==> config.mk <==
export PLATFORM = sky130hd
export DESIGN_NAME = divide_block
export DESIGN_NICKNAME = d
export VERILOG_FILES = /design/src/rtl/divide_block.sv
export SDC_FILE = /design/constraint.sdc
export NUM_CORES = 1
export LEC_CHECK = 0
export BUFFER_PORTS_ARGS = -buffer_cell sky130_fd_sc_hd__buf_2
export CAP_MARGIN = 5
export CORE_AREA = 2 2 76 96
export CTS_BUF_LIST = sky130_fd_sc_hd__clkbuf_8
export DETAILED_ROUTE_END_ITERATION = 16
export DIE_AREA = 0 0 78 98
export HOLD_SLACK_MARGIN = 0.15
export PLACE_DENSITY_LB_ADDON = 0.05
export REMOVE_ABC_BUFFERS = 1
export SKIP_CTS_REPAIR_TIMING = 1
export SLEW_MARGIN = 20
export SYNTH_ARGS = -nofsm -noshare
export SYNTH_HDL_FRONTEND = slang
export SYNTH_SLANG_ARGS = --single-unit
==> constraint.sdc <==
create_clock -name clk -period 4.5 [get_ports clk]
set_clock_uncertainty 0.05 [all_clocks]
set_input_delay 0.225 -clock clk [delete_from_list [all_inputs] [get_ports clk]]
set_output_delay 0.225 -clock clk [all_outputs]
set_load 0.05 [all_outputs]
==> src/rtl/divide_block.sv <==
// rtl/divide_block.sv - sequential signed restoring divider with start/done handshake
// Optional build macro: DIVIDE_SAT_EN (saturate the quotient on -2^(WIDTH-1) / -1)
module divide_block #(
  parameter int WIDTH = 8
) (
  input  logic             clk,
  input  logic             rst,
  input  logic [WIDTH-1:0] a,
  input  logic [WIDTH-1:0] b,
  input  logic             start,
  output logic [WIDTH-1:0] q,
  output logic [WIDTH-1:0] r,
  output logic             busy,
  output logic             divide_done,
  output logic             div_by_zero,
  output logic             overflow
);

  localparam int CW = $clog2(WIDTH + 1);
  localparam logic [WIDTH-1:0] MOST_NEG = {1'b1, {(WIDTH-1){1'b0}}};
  localparam logic [WIDTH-1:0] MOST_POS = {1'b0, {(WIDTH-1){1'b1}}};
  localparam logic [WIDTH-1:0] MINUS_ONE = {WIDTH{1'b1}};

  typedef enum logic [2:0] {
    S_IDLE,
    S_ABS,
    S_ITER,
    S_FIX,
    S_DONE
  } state_t;

  state_t           state_q, state_d;
  logic [WIDTH-1:0] a_lat_q, a_lat_d;
  logic [WIDTH-1:0] b_lat_q, b_lat_d;
  logic [WIDTH-1:0] div_q, div_d;     // |b|
  logic [WIDTH-1:0] quo_q, quo_d;     // |a| shifting out, quotient bits shifting in
  logic [WIDTH:0]   rem_q, rem_d;     // partial remainder, one spare bit for the shift
  logic [CW-1:0]    cnt_q, cnt_d;
  logic [WIDTH-1:0] q_q, q_d;
  logic [WIDTH-1:0] r_q, r_d;
  logic             dz_q, dz_d;
  logic             ov_q, ov_d;

  logic [WIDTH:0]   rem_sh;
  logic             sign_a, sign_b;

  assign sign_a = a_lat_q[WIDTH-1];
  assign sign_b = b_lat_q[WIDTH-1];
  assign rem_sh = {rem_q[WIDTH-1:0], quo_q[WIDTH-1]};

  assign q           = q_q;
  assign r           = r_q;
  assign div_by_zero = dz_q;
  assign overflow    = ov_q;
  assign busy        = (state_q != S_IDLE);
  assign divide_done = (state_q == S_DONE);

  // Next-state and datapath: a start in any state relatches operands and restarts from ABS
  always_comb begin
    state_d = state_q;
    a_lat_d = a_lat_q;
    b_lat_d = b_lat_q;
    div_d   = div_q;
    quo_d   = quo_q;
    rem_d   = rem_q;
    cnt_d   = cnt_q;
    q_d     = q_q;
    r_d     = r_q;
    dz_d    = dz_q;
    ov_d    = ov_q;

    if (start) begin
      state_d = S_ABS;
      a_lat_d = a;
      b_lat_d = b;
    end else begin
      unique case (state_q)
        S_IDLE: state_d = S_IDLE;
        S_ABS: begin
          // most-negative negates to 2^(WIDTH-1), which still fits unsigned
          quo_d   = sign_a ? -a_lat_q : a_lat_q;
          div_d   = sign_b ? -b_lat_q : b_lat_q;
          rem_d   = '0;
          cnt_d   = '0;
          state_d = S_ITER;
        end
        S_ITER: begin
          if (rem_sh >= {1'b0, div_q}) begin
            rem_d = rem_sh - {1'b0, div_q};
            quo_d = {quo_q[WIDTH-2:0], 1'b1};
          end else begin
            rem_d = rem_sh;
            quo_d = {quo_q[WIDTH-2:0], 1'b0};
          end
          cnt_d = cnt_q + CW'(1);
          if (cnt_q == CW'(WIDTH - 1)) begin
            state_d = S_FIX;
          end
        end
        S_FIX: begin
          if (b_lat_q == '0) begin
            q_d  = '0;
            r_d  = a_lat_q;
            dz_d = 1'b1;
            ov_d = 1'b0;
          end else if ((a_lat_q == MOST_NEG) && (b_lat_q == MINUS_ONE)) begin
`ifdef DIVIDE_SAT_EN
            q_d  = MOST_POS;
`else
            q_d  = MOST_NEG;
`endif
            r_d  = '0;
            dz_d = 1'b0;
            ov_d = 1'b1;
          end else begin
            // truncation toward zero: quotient sign from xor, remainder follows dividend
            q_d  = (sign_a ^ sign_b) ? -quo_q : quo_q;
            r_d  = sign_a ? -rem_q[WIDTH-1:0] : rem_q[WIDTH-1:0];
            dz_d = 1'b0;
            ov_d = 1'b0;
          end
          state_d = S_DONE;
        end
        S_DONE: state_d = S_IDLE;
        default: state_d = S_IDLE;
      endcase
    end
  end

  // State and datapath registers with synchronous reset
  always_ff @(posedge clk) begin
    if (rst) begin
      state_q <= S_IDLE;
      a_lat_q <= '0;
      b_lat_q <= '0;
      div_q   <= '0;
      quo_q   <= '0;
      rem_q   <= '0;
      cnt_q   <= '0;
      q_q     <= '0;
      r_q     <= '0;
      dz_q    <= 1'b0;
      ov_q    <= 1'b0;
    end else begin
      state_q <= state_d;
      a_lat_q <= a_lat_d;
      b_lat_q <= b_lat_d;
      div_q   <= div_d;
      quo_q   <= quo_d;
      rem_q   <= rem_d;
      cnt_q   <= cnt_d;
      q_q     <= q_d;
      r_q     <= r_d;
      dz_q    <= dz_d;
      ov_q    <= ov_d;
    end
  end

endmodule

==> results of run 1 <==
## power by group through the flow
stage / combinational (W) / sequential (W) / clock, W
CTS: 0.000162 / 0.000615 / 0.000535
global route: 0.000193 / 0.000618 / 0.000565
floorplan: 0.000115 / 0.000620 / 0
global placement: 0.000159 / 0.000627 / 0
detailed placement: 0.000161 / 0.000628 / 0
finish: 0.000173 / 0.000615 / 0.000524
## area by class of cell
type	count	area share, %
inverter	21	1.90
tap	90	2.71
timing repair buffer	56	8.79
clock inverter	4	1.20
clock buffer	12	3.97
multi-input combinational	320	50.1
sequential	65	31.3
## worst max-delay path, delay by kind of cell (launching register included)
family          cells  cell delay [ns]
simple gates        4             1.39
flops               1             0.37
buf+inv             2             0.32
fa+ha+maj           1             0.15
compound gates      1             0.14
## worst max-delay path by stage
stage | startpoint | cells after the start | to | slack, ns
CTS | b_lat_q[0]$_SDFFE_PP0P_ | 8 | q[5]$_SDFFE_PP0P_ | 1.91
global placement | start | 7 | q[4]$_SDFFE_PP0P_ | 1.90
global route | b_lat_q[0]$_SDFFE_PP0P_ | 8 | q[5]$_SDFFE_PP0P_ | 1.74
floorplan | state_q[2]$_SDFFE_PP0P_ | 5 | r[7]$_SDFFE_PP0P_ | 2.18
finish | b_lat_q[0]$_SDFFE_PP0P_ | 8 | q[5]$_SDFFE_PP0P_ | 1.96
detailed placement | start | 7 | r[1]$_SDFFE_PP0P_ | 1.81
## per-layer routing
layer	up-vias	wire [um]	global-route usage, %
met2	60	4070	38.3
met5	-	0	0
met1	1468	3850	30.2
li1	1589	-	-
met4	0	86	6.07
met3	6	306	4.53
## kinds of logic after synthesis
family | Yosys count
buf+inv | 47
mux | 24
flops | 65
simple gates | 163
xor+xnor | 27
fa+ha+maj | 15
compound gates | 91
## flip-flops by register name, indices dropped and copies added (netlist names)
register     flops
rem_q            8
q                8
quo_q            8
state_q          3
div_by_zero      1
r                8
overflow         1
div_q            8
cnt_q            4
b_lat_q          8
a_lat_q          8
## layout by cell type (no fill, tap or decap), drive strengths merged, types with 2 or more instances in the layout
master	synthesis	layout
nor3b	2	2
and3	2	2
mux2i	23	23
a21o	2	2
a21oi	19	19
or3b	3	3
clkinvlp	0	2
and2	2	2
a21boi	4	4
inv	21	21
o31ai	7	7
nand3	15	15
clkbuf	16	12
or3	3	3
a31oi	11	11
a211oi	11	11
nand4	4	4
a32oi	6	6
dlygate4sd3	0	16
nand2	40	40
dfxtp	65	65
xor2	15	15
nand2b	4	4
or4	2	2
nor2b	4	4
nor2	62	62
ha	14	14
xnor2	12	12
nor3	14	14
o21ai	13	13
a22oi	8	8
a211o	2	2
buf	10	40
nor4	2	2
## per-stage QoR
step	utilization (%)	hold WS [ns]	instances	total power, W
2_1_floorplan	-	0.244	406	0.000736
5_1_grt	61.1	0.403	568	0.00138
3_5_place_dp	55.5	0.396	536	0.000789
3_3_place_gp	55.5	0.393	536	0.000787
4_1_cts	58.7	0.0562	552	0.00131
6_report	61.1	0.366	568	0.00131
==> results_dict.tcl, run 1 <==
set metrics [dict create \
    p_clk_share_pct 39.9 \
    final_cell_area_um2 4160 \
    setup_tns_ns 0 \
    syn_area_per_cell_um2 8.28 \
    seq_area_frac_synth_pct 36.4 \
    hold_viol 0 \
    crit_arrival_ns 2.71 \
    grt-ovfl-total 0 \
    p_switching_w 0.000345 \
    r2r_setup_slack_ns 1.96 \
    synth_compound_area_share_pct 17.7 \
    crit_top_cell "nor3_2" \
    globalplace.congestion 0.830 \
    cp_slowest_cell "nor3_2" \
    p_int_w 0.000967 \
    report.final.slew_viol_count 0 \
    fillers 661 \
    ys_top_cells_by_count "dfxtp_1 (65), nor2_1 (62), nand2_1 (40), mux2i_1 (23), inv_1 (21)" \
    htree_levels 3 \
    path_max_fanout 12 \
    grt_usage_pct 22.9 \
    dr.pass1.iters 4 \
    synth_area_um2 3580 \
    worstRegToRegCells 8 \
    hpwlAfterDp_um 5930 \
    synth-warning-count 0 \
    worstHoldPathCells 3 \
    clkTransAtPathRegs_ns 0.07 \
    min_from "start" \
    synth_xor_area_share_pct 6.61 \
    endpoint_kind "flip-flop" \
    r2r-start "b_lat_q[0]$_SDFFE_PP0P_" \
    postSynthCellCount 432 \
    place_ws_ns 1.81 \
    worst_skew_pair.late_latency_ns 0.34 \
    synth_edf_count 0 \
    synth.area.top_cells "dfxtp_1 (36%), nor2_1 (6.5%), mux2i_1 (6.4%)" \
    ys_seq_elements 65 \
    rsz0062_at_grt "no" \
    drc 0 \
    drive_gt1_share_pct 15.1 \
    worst-setup-path-type "reg2reg" \
    clkSinkCount 65 \
    async_flop_share_pct 0 \
    antenna_cells 0 \
    synth.top_cell.area_share_pct 36.4 \
    die_h_um 98 \
    timing.slew.headroom_pct 41.3 \
    power_frac_comb_pct 13.2 \
    numCtsBuffers 9 \
    yosys.area_share.simple_pct 21.7 \
    synth.most_common_cell "dfxtp_1" \
    grt_max_degree 59 \
    place_area_um2 3780 \
    fin_ws_ns 1.96 \
    worst_hold_path_type "in2reg" \
    clockBufferDepth 2 \
    start_util_pct 52.6 \
    area_growth_pct 16.2 \
    grt_pass1_wl_um 14000 \
    max_stage_delay_ns 0.66 \
    timing.rr.end "q[5]$_SDFFE_PP0P_" \
    power_density_nw_per_um2 316 \
    cts_tree "yes" \
    setup_viol_count_final 0 \
    port-buffer-count 38 \
    synth_top_family_by_area "simple AND/OR/NAND/NOR gates" \
    coreArea_um2 6810 \
    cap_violations 0 \
    finalCriticalPeriod_ns 2.54 \
    final_nets 507 \
    crit_chain "inv_1 -> ha_1 -> or3b_2 -> nor3_2 -> nor3_2 -> buf_4 -> a22oi_1 -> nor2_1" \
    row_count 34 \
    post_drt_wl_per_cell_um 14.6 \
    fmax_mhz 393 \
    io_pins 39 \
    synthMuxAreaShare_pct 6.75 \
    cp-start-kind "flip-flop" \
    switching_share_pct 26.3 \
    die_area_um2 7640 \
    dr.first_iter.drc_count 201 \
    cts-root-buf "clkbuf_8" \
    cp.required_ns 4.66 \
    first_global_vias 2909 \
    multi_input_area_um2 2080 \
    viasPerCell 5.50 \
    seqCellArea_um2 1300 \
    synth_flop_cell "dfxtp_1" \
    antenna_found_initial 0 \
    worstHoldEndpoint "state_q[0]$_SDFFE_PP0P_" \
    dieWidth_um 78 \
    routed_wirelength_um 8320 \
    tightest_slew_ns 0.878 \
    postRouteAntennaNets 0 \
    synthDistinctLibCells 52 \
    synth_top_area_cell "dfxtp_1" \
    post-route-period-util_pct 56.5 \
    power.leakage_nw 1.71 \
    ir_drop_mv 0.209 \
    synth_fa_ha_area_share_pct 5.46 \
    seqPwrFrac_pct 46.9 \
    status "finished, final reports clean" \
    vias 3123 \
]
Power figures use the tool's default switching activity.
==> run 2, diff against run 1 <==
==> constraint.sdc (replaced) <==
create_clock -name clk -period 2.3 [get_ports clk]
set_clock_uncertainty 0.05 [all_clocks]
set_input_delay 0.115 -clock clk [delete_from_list [all_inputs] [get_ports clk]]
set_output_delay 0.115 -clock clk [all_outputs]
set_load 0.05 [all_outputs]
==> results_dict.tcl, run 2 (synthesized netlist as in run 1, its figures left out) <==
set metrics [dict create \
    status "finished, final reports clean" \
    cap_violations 0 \
    mostFrequentLayoutCell "dfxtp_1" \
    io_pins 39 \
    clockBufferDepth 2 \
    grt_pass1_wl_um 14100 \
    path_max_fanout 13 \
    layout_common_cells "dfxtp_1 (65), nor2_1 (62), nand2_1 (40)" \
    coreArea_um2 6810 \
    hpwlAfterDp_um 6320 \
    place_ws_ns 0.208 \
    cp.required_ns 2.52 \
    worst_hold_path_type "in2reg" \
    dr.first_iter.drc_count 165 \
    viasPerCell 5.45 \
    grt_max_degree 36 \
    postRouteAntennaNets 0 \
    grt_usage_pct 23.1 \
    power.leakage_nw 1.80 \
    use_met1_pct 31.6 \
    dieWidth_um 78 \
    clkTransAtPathRegs_ns 0.07 \
    dr.pass1.iters 4 \
    fmax_mhz 474 \
    post_drt_wl_per_cell_um 14.6 \
    hold_viol 0 \
    endpoint_kind "flip-flop" \
    globalplace.congestion 0.841 \
    worst-setup-path-type "reg2reg" \
    row_count 34 \
    power_density_nw_per_um2 607 \
    die_h_um 98 \
    place_area_um2 3910 \
    htree_levels 3 \
    post-route-period-util_pct 91.8 \
    timing.slew.headroom_pct 57.9 \
    cts-root-buf "clkbuf_8" \
    antenna_found_initial 0 \
    setup_viol_count_final 0 \
    clkSinkCount 65 \
    min_from "rst" \
    grt.busiest_layer "met2" \
    timing.rr.end "rem_q[3]$_SDFFE_PP0P_" \
    worstRegToRegCells 7 \
    r2r_setup_slack_ns 0.19 \
    antenna_cells 0 \
    crit_arrival_ns 2.33 \
    numCtsBuffers 9 \
    final_nets 523 \
    startpoint "rem_q[4]$_SDFFE_PP0P_" \
    rsz0062_at_grt "no" \
    grtUsageMet3_pct 4.07 \
    r2r-start "rem_q[4]$_SDFFE_PP0P_" \
    port-buffer-count 38 \
    finalCriticalPeriod_ns 2.11 \
    grt-ovfl-total 0 \
    met2_usage_pct 37.0 \
    report.final.slew_viol_count 0 \
    vias 3184 \
    cts_tree "yes" \
    ir_drop_mv 0.544 \
    fin_ws_ns 0.188 \
    die_area_um2 7640 \
    crit_path_end "rem_q[3]$_SDFFE_PP0P_" \
    routed_wirelength_um 8550 \
    drc 0 \
    tightest_slew_ns 0.631 \
    final_cell_area_um2 4290 \
    start_util_pct 52.6 \
    area_growth_pct 19.8 \
    drive_gt1_share_pct 17.6 \
    first_global_vias 2953 \
    cp-start-kind "flip-flop" \
    worst_skew_pair.late_latency_ns 0.34 \
]
run 2: stage by stage:
step	power, W	utilization, %	hold WS, ns	instances	TNS (ns)
after floorplan	0.00144	-	0.134	406	-0.0230
after global placement	0.00157	57.4	0.298	552	0
after detailed placement	0.00158	57.4	0.307	552	0
after CTS	0.00259	60.6	-0.0473	568	0
after global routing	0.00272	63.0	0.256	584	0
final	0.00260	63.0	0.236	584	0
run 2: critical path, cell delays in order (launching register included):
cell      delay, ns
dfxtp_1        0.37
ha_1           0.41
nand3_1        0.15
o221ai_1       0.19
a21oi_1        0.09
buf_12         0.17
or3b_2         0.46
o21ai_0        0.14
run 2: area by class of cell:
class / count / area, um^2
clock buffers: 12 / 165
clock inverters: 4 / 50.0
fillers: 611 / 2520
inverters: 21 / 78.8
multi-input cells: 320 / 2080
flip-flops and latches: 65 / 1300
well taps: 90 / 113
repair buffers: 72 / 498
run 2: how the worst min path moves through the flow:
stage | slack [ns] | endpoint | cells past startpoint
2_1_floorplan | 0.13 | div_by_zero$_SDFFE_PP0P_ | 1
3_3_place_gp | 0.30 | a_lat_q[3]$_SDFFE_PP0P_ | 3
3_5_place_dp | 0.31 | a_lat_q[5]$_SDFFE_PP0P_ | 3
4_1_cts | -0.05 | a_lat_q[5]$_SDFFE_PP0P_ | 3
5_1_grt | 0.26 | b_lat_q[6]$_SDFFE_PP0P_ | 2
6_report | 0.24 | a_lat_q[5]$_SDFFE_PP0P_ | 2
run 2: report_power, final:
group          leakage (nW)  total (W)  internal (W)  switching [W]
registers             0.528    0.00119       0.00116      0.0000381
logic                  1.17   0.000380      0.000177       0.000203
clock network         0.105    0.00103      0.000587       0.000440
run 2: routing by layer:
metal / vias to the layer above / wire [um]
met5: - / 0
met4: 0 / 136
met3: 12 / 330
met2: 59 / 4120
met1: 1487 / 3960
li1: 1626 / -
==> run 3, diff against run 2 <==
--- a/config.mk
+++ b/config.mk
@@ -7,10 +7,10 @@
 export LEC_CHECK = 0
 export BUFFER_PORTS_ARGS = -buffer_cell sky130_fd_sc_hd__buf_2
 export CAP_MARGIN = 5
-export CORE_AREA = 2 2 76 96
+export CORE_AREA = 2 2 84 86
 export CTS_BUF_LIST = sky130_fd_sc_hd__clkbuf_8
 export DETAILED_ROUTE_END_ITERATION = 16
-export DIE_AREA = 0 0 78 98
+export DIE_AREA = 0 0 86 88
 export HOLD_SLACK_MARGIN = 0.15
 export PLACE_DENSITY_LB_ADDON = 0.05
 export REMOVE_ABC_BUFFERS = 1
==> results_dict.tcl, run 3 (synthesized netlist as in run 1, its figures left out) <==
set metrics [dict create \
    status "finished, final reports clean" \
    setup_viol_count_final 0 \
    clkTransAtPathRegs_ns 0.07 \
    r2r_setup_slack_ns 0.21 \
    power.leakage_nw 1.79 \
    antenna_found_initial 0 \
    report.final.slew_viol_count 0 \
    postRouteAntennaNets 0 \
    r2r-start "b_lat_q[1]$_SDFFE_PP0P_" \
    worst-setup-path-type "reg2reg" \
    routed_wirelength_um 8430 \
    grt-ovfl-total 0 \
    hold_viol 0 \
    die_area_um2 7570 \
    use_met1_pct 32.9 \
    worstRegToRegCells 8 \
    power_density_nw_per_um2 590 \
    fmax_mhz 480 \
    crit_arrival_ns 2.24 \
    cts_tree "yes" \
    area_growth_pct 18.8 \
    clkSinkCount 65 \
    setup_tns_ns 0 \
    worstHoldEndpoint "q[7]$_SDFFE_PP0P_" \
    grt.busiest_layer "met2" \
    timing.slew.headroom_pct 66.1 \
    path_max_fanout 10 \
    final_nets 524 \
    grt_pass1_wl_um 13900 \
    viasPerCell 5.57 \
    row_count 30 \
    worst_hold_path_type "in2reg" \
    path_delay_family "simple AND/OR/NAND/NOR gates" \
    dr.pass1.iters 4 \
    clockBufferDepth 2 \
    grtUsageMet3_pct 5.28 \
    cap_violations 0 \
    mostFrequentLayoutCell "dfxtp_1" \
    holdWs_ns 0.152 \
    worst_skew_pair.late_latency_ns 0.34 \
    port-buffer-count 38 \
    layout_common_cells "dfxtp_1 (65), nor2_1 (62), nand2_1 (40)" \
    finalCriticalPeriod_ns 2.09 \
    die_h_um 88 \
    first_global_vias 2876 \
    endpoint_kind "flip-flop" \
    crit_top_cell "nor3_1" \
    rsz0062_at_grt "no" \
    globalplace.congestion 0.918 \
    cp_slowest_cell "or3b_2" \
    crit_chain "inv_1 -> ha_1 -> or3b_2 -> nor3_2 -> buf_4 -> nor3_1 -> a211oi_1 -> nor3_1" \
    grt_max_degree 40 \
    met2_usage_pct 35.7 \
    vias 3201 \
    dieWidth_um 86 \
    cp-start-kind "flip-flop" \
    grt_usage_pct 23.3 \
    htree_levels 3 \
    numCtsBuffers 9 \
    cp.required_ns 2.46 \
    drive_gt1_share_pct 17.6 \
    max_stage_delay_ns 0.49 \
    start_util_pct 53.8 \
    io_pins 39 \
    drc 0 \
    coreArea_um2 6640 \
    fillers 598 \
    ir_drop_mv 0.365 \
    worstHoldPathCells 2 \
    post_drt_wl_per_cell_um 14.7 \
    hpwlAfterDp_um 6230 \
    cts-root-buf "clkbuf_8" \
    antenna_cells 0 \
    path_buf_inv 2 \
    min_from "rst" \
    tightest_slew_ns 0.501 \
    timing.rr.end "r[0]$_SDFFE_PP0P_" \
    post-route-period-util_pct 90.7 \
    dr.first_iter.drc_count 202 \
]
==> run 3: changes by cell type in the layout (fill, tap and decap cells not counted) <==
cell,before,now
inv_1,21,22
buf_12,1,0
buf_4,17,19
clkbuf_8,12,10
clkinv_2,1,2
==> run 3: worst max path at each step <==
stage / start / depth (start not counted) / slack, ns / endpoint
5_1_grt: div_q[2]$_SDFFE_PP0P_ / 8 / 0.07 / rem_q[3]$_SDFFE_PP0P_
3_3_place_gp: a_lat_q[3]$_SDFFE_PP0P_ / 6 / 0.26 / q[4]$_SDFFE_PP0P_
3_5_place_dp: b_lat_q[1]$_SDFFE_PP0P_ / 8 / 0.24 / r[0]$_SDFFE_PP0P_
6_report: b_lat_q[1]$_SDFFE_PP0P_ / 8 / 0.21 / r[0]$_SDFFE_PP0P_
4_1_cts: rem_q[4]$_SDFFE_PP0P_ / 7 / 0.22 / rem_q[3]$_SDFFE_PP0P_
2_1_floorplan: state_q[2]$_SDFFE_PP0P_ / 5 / -0.02 / r[7]$_SDFFE_PP0P_
==> run 3: cell type report <==
cell class / instances / area, um^2 / share of cell area [%]
multi-input cells: 320 / 2080 / 48.9
flip-flops and latches: 65 / 1300 / 30.6
inverters: 21 / 78.8 / 1.86
clock buffers: 10 / 138 / 3.24
clock inverters: 6 / 58.8 / 1.38
well taps: 80 / 100 / 2.36
repair buffers: 73 / 493 / 11.6
==> run 3: through the flow <==
step / utilization, % / setup WS [ns] / instances / cell area (um^2) / power, W
finish: 64.0 / 0.215 / 575 / 4250 / 0.00251
floorplan: - / -0.0230 / 406 / 3460 / 0.00144
CTS: 61.5 / 0.218 / 559 / 4090 / 0.00251
global route: 64.0 / 0.0661 / 575 / 4250 / 0.00264
detailed placement: 58.6 / 0.236 / 543 / 3890 / 0.00156
global placement: 58.6 / 0.256 / 543 / 3890 / 0.00156
==> run 3: power breakdown <==
| group | total (W) | switching (W) | leakage [nW] | internal [W] |
|---|---|---|---|---|
| logic | 0.000369 | 0.000200 | 1.17 | 0.000169 |
| clock network | 0.000947 | 0.000426 | 0.0995 | 0.000522 |
| registers | 0.00119 | 0.0000365 | 0.528 | 0.00116 |
| total | 0.00251 | 0.000662 | 1.79 | 0.00185 |
==> run 3: routing by layer <==
| metal | part of all wire (%) | up-vias |
|---|---|---|
| li1 | - | 1634 |
| met4 | 1.1 | 0 |
| met1 | 50 | 1488 |
| met5 | 0 | - |
| met2 | 44 | 70 |
| met3 | 4.2 | 9 |
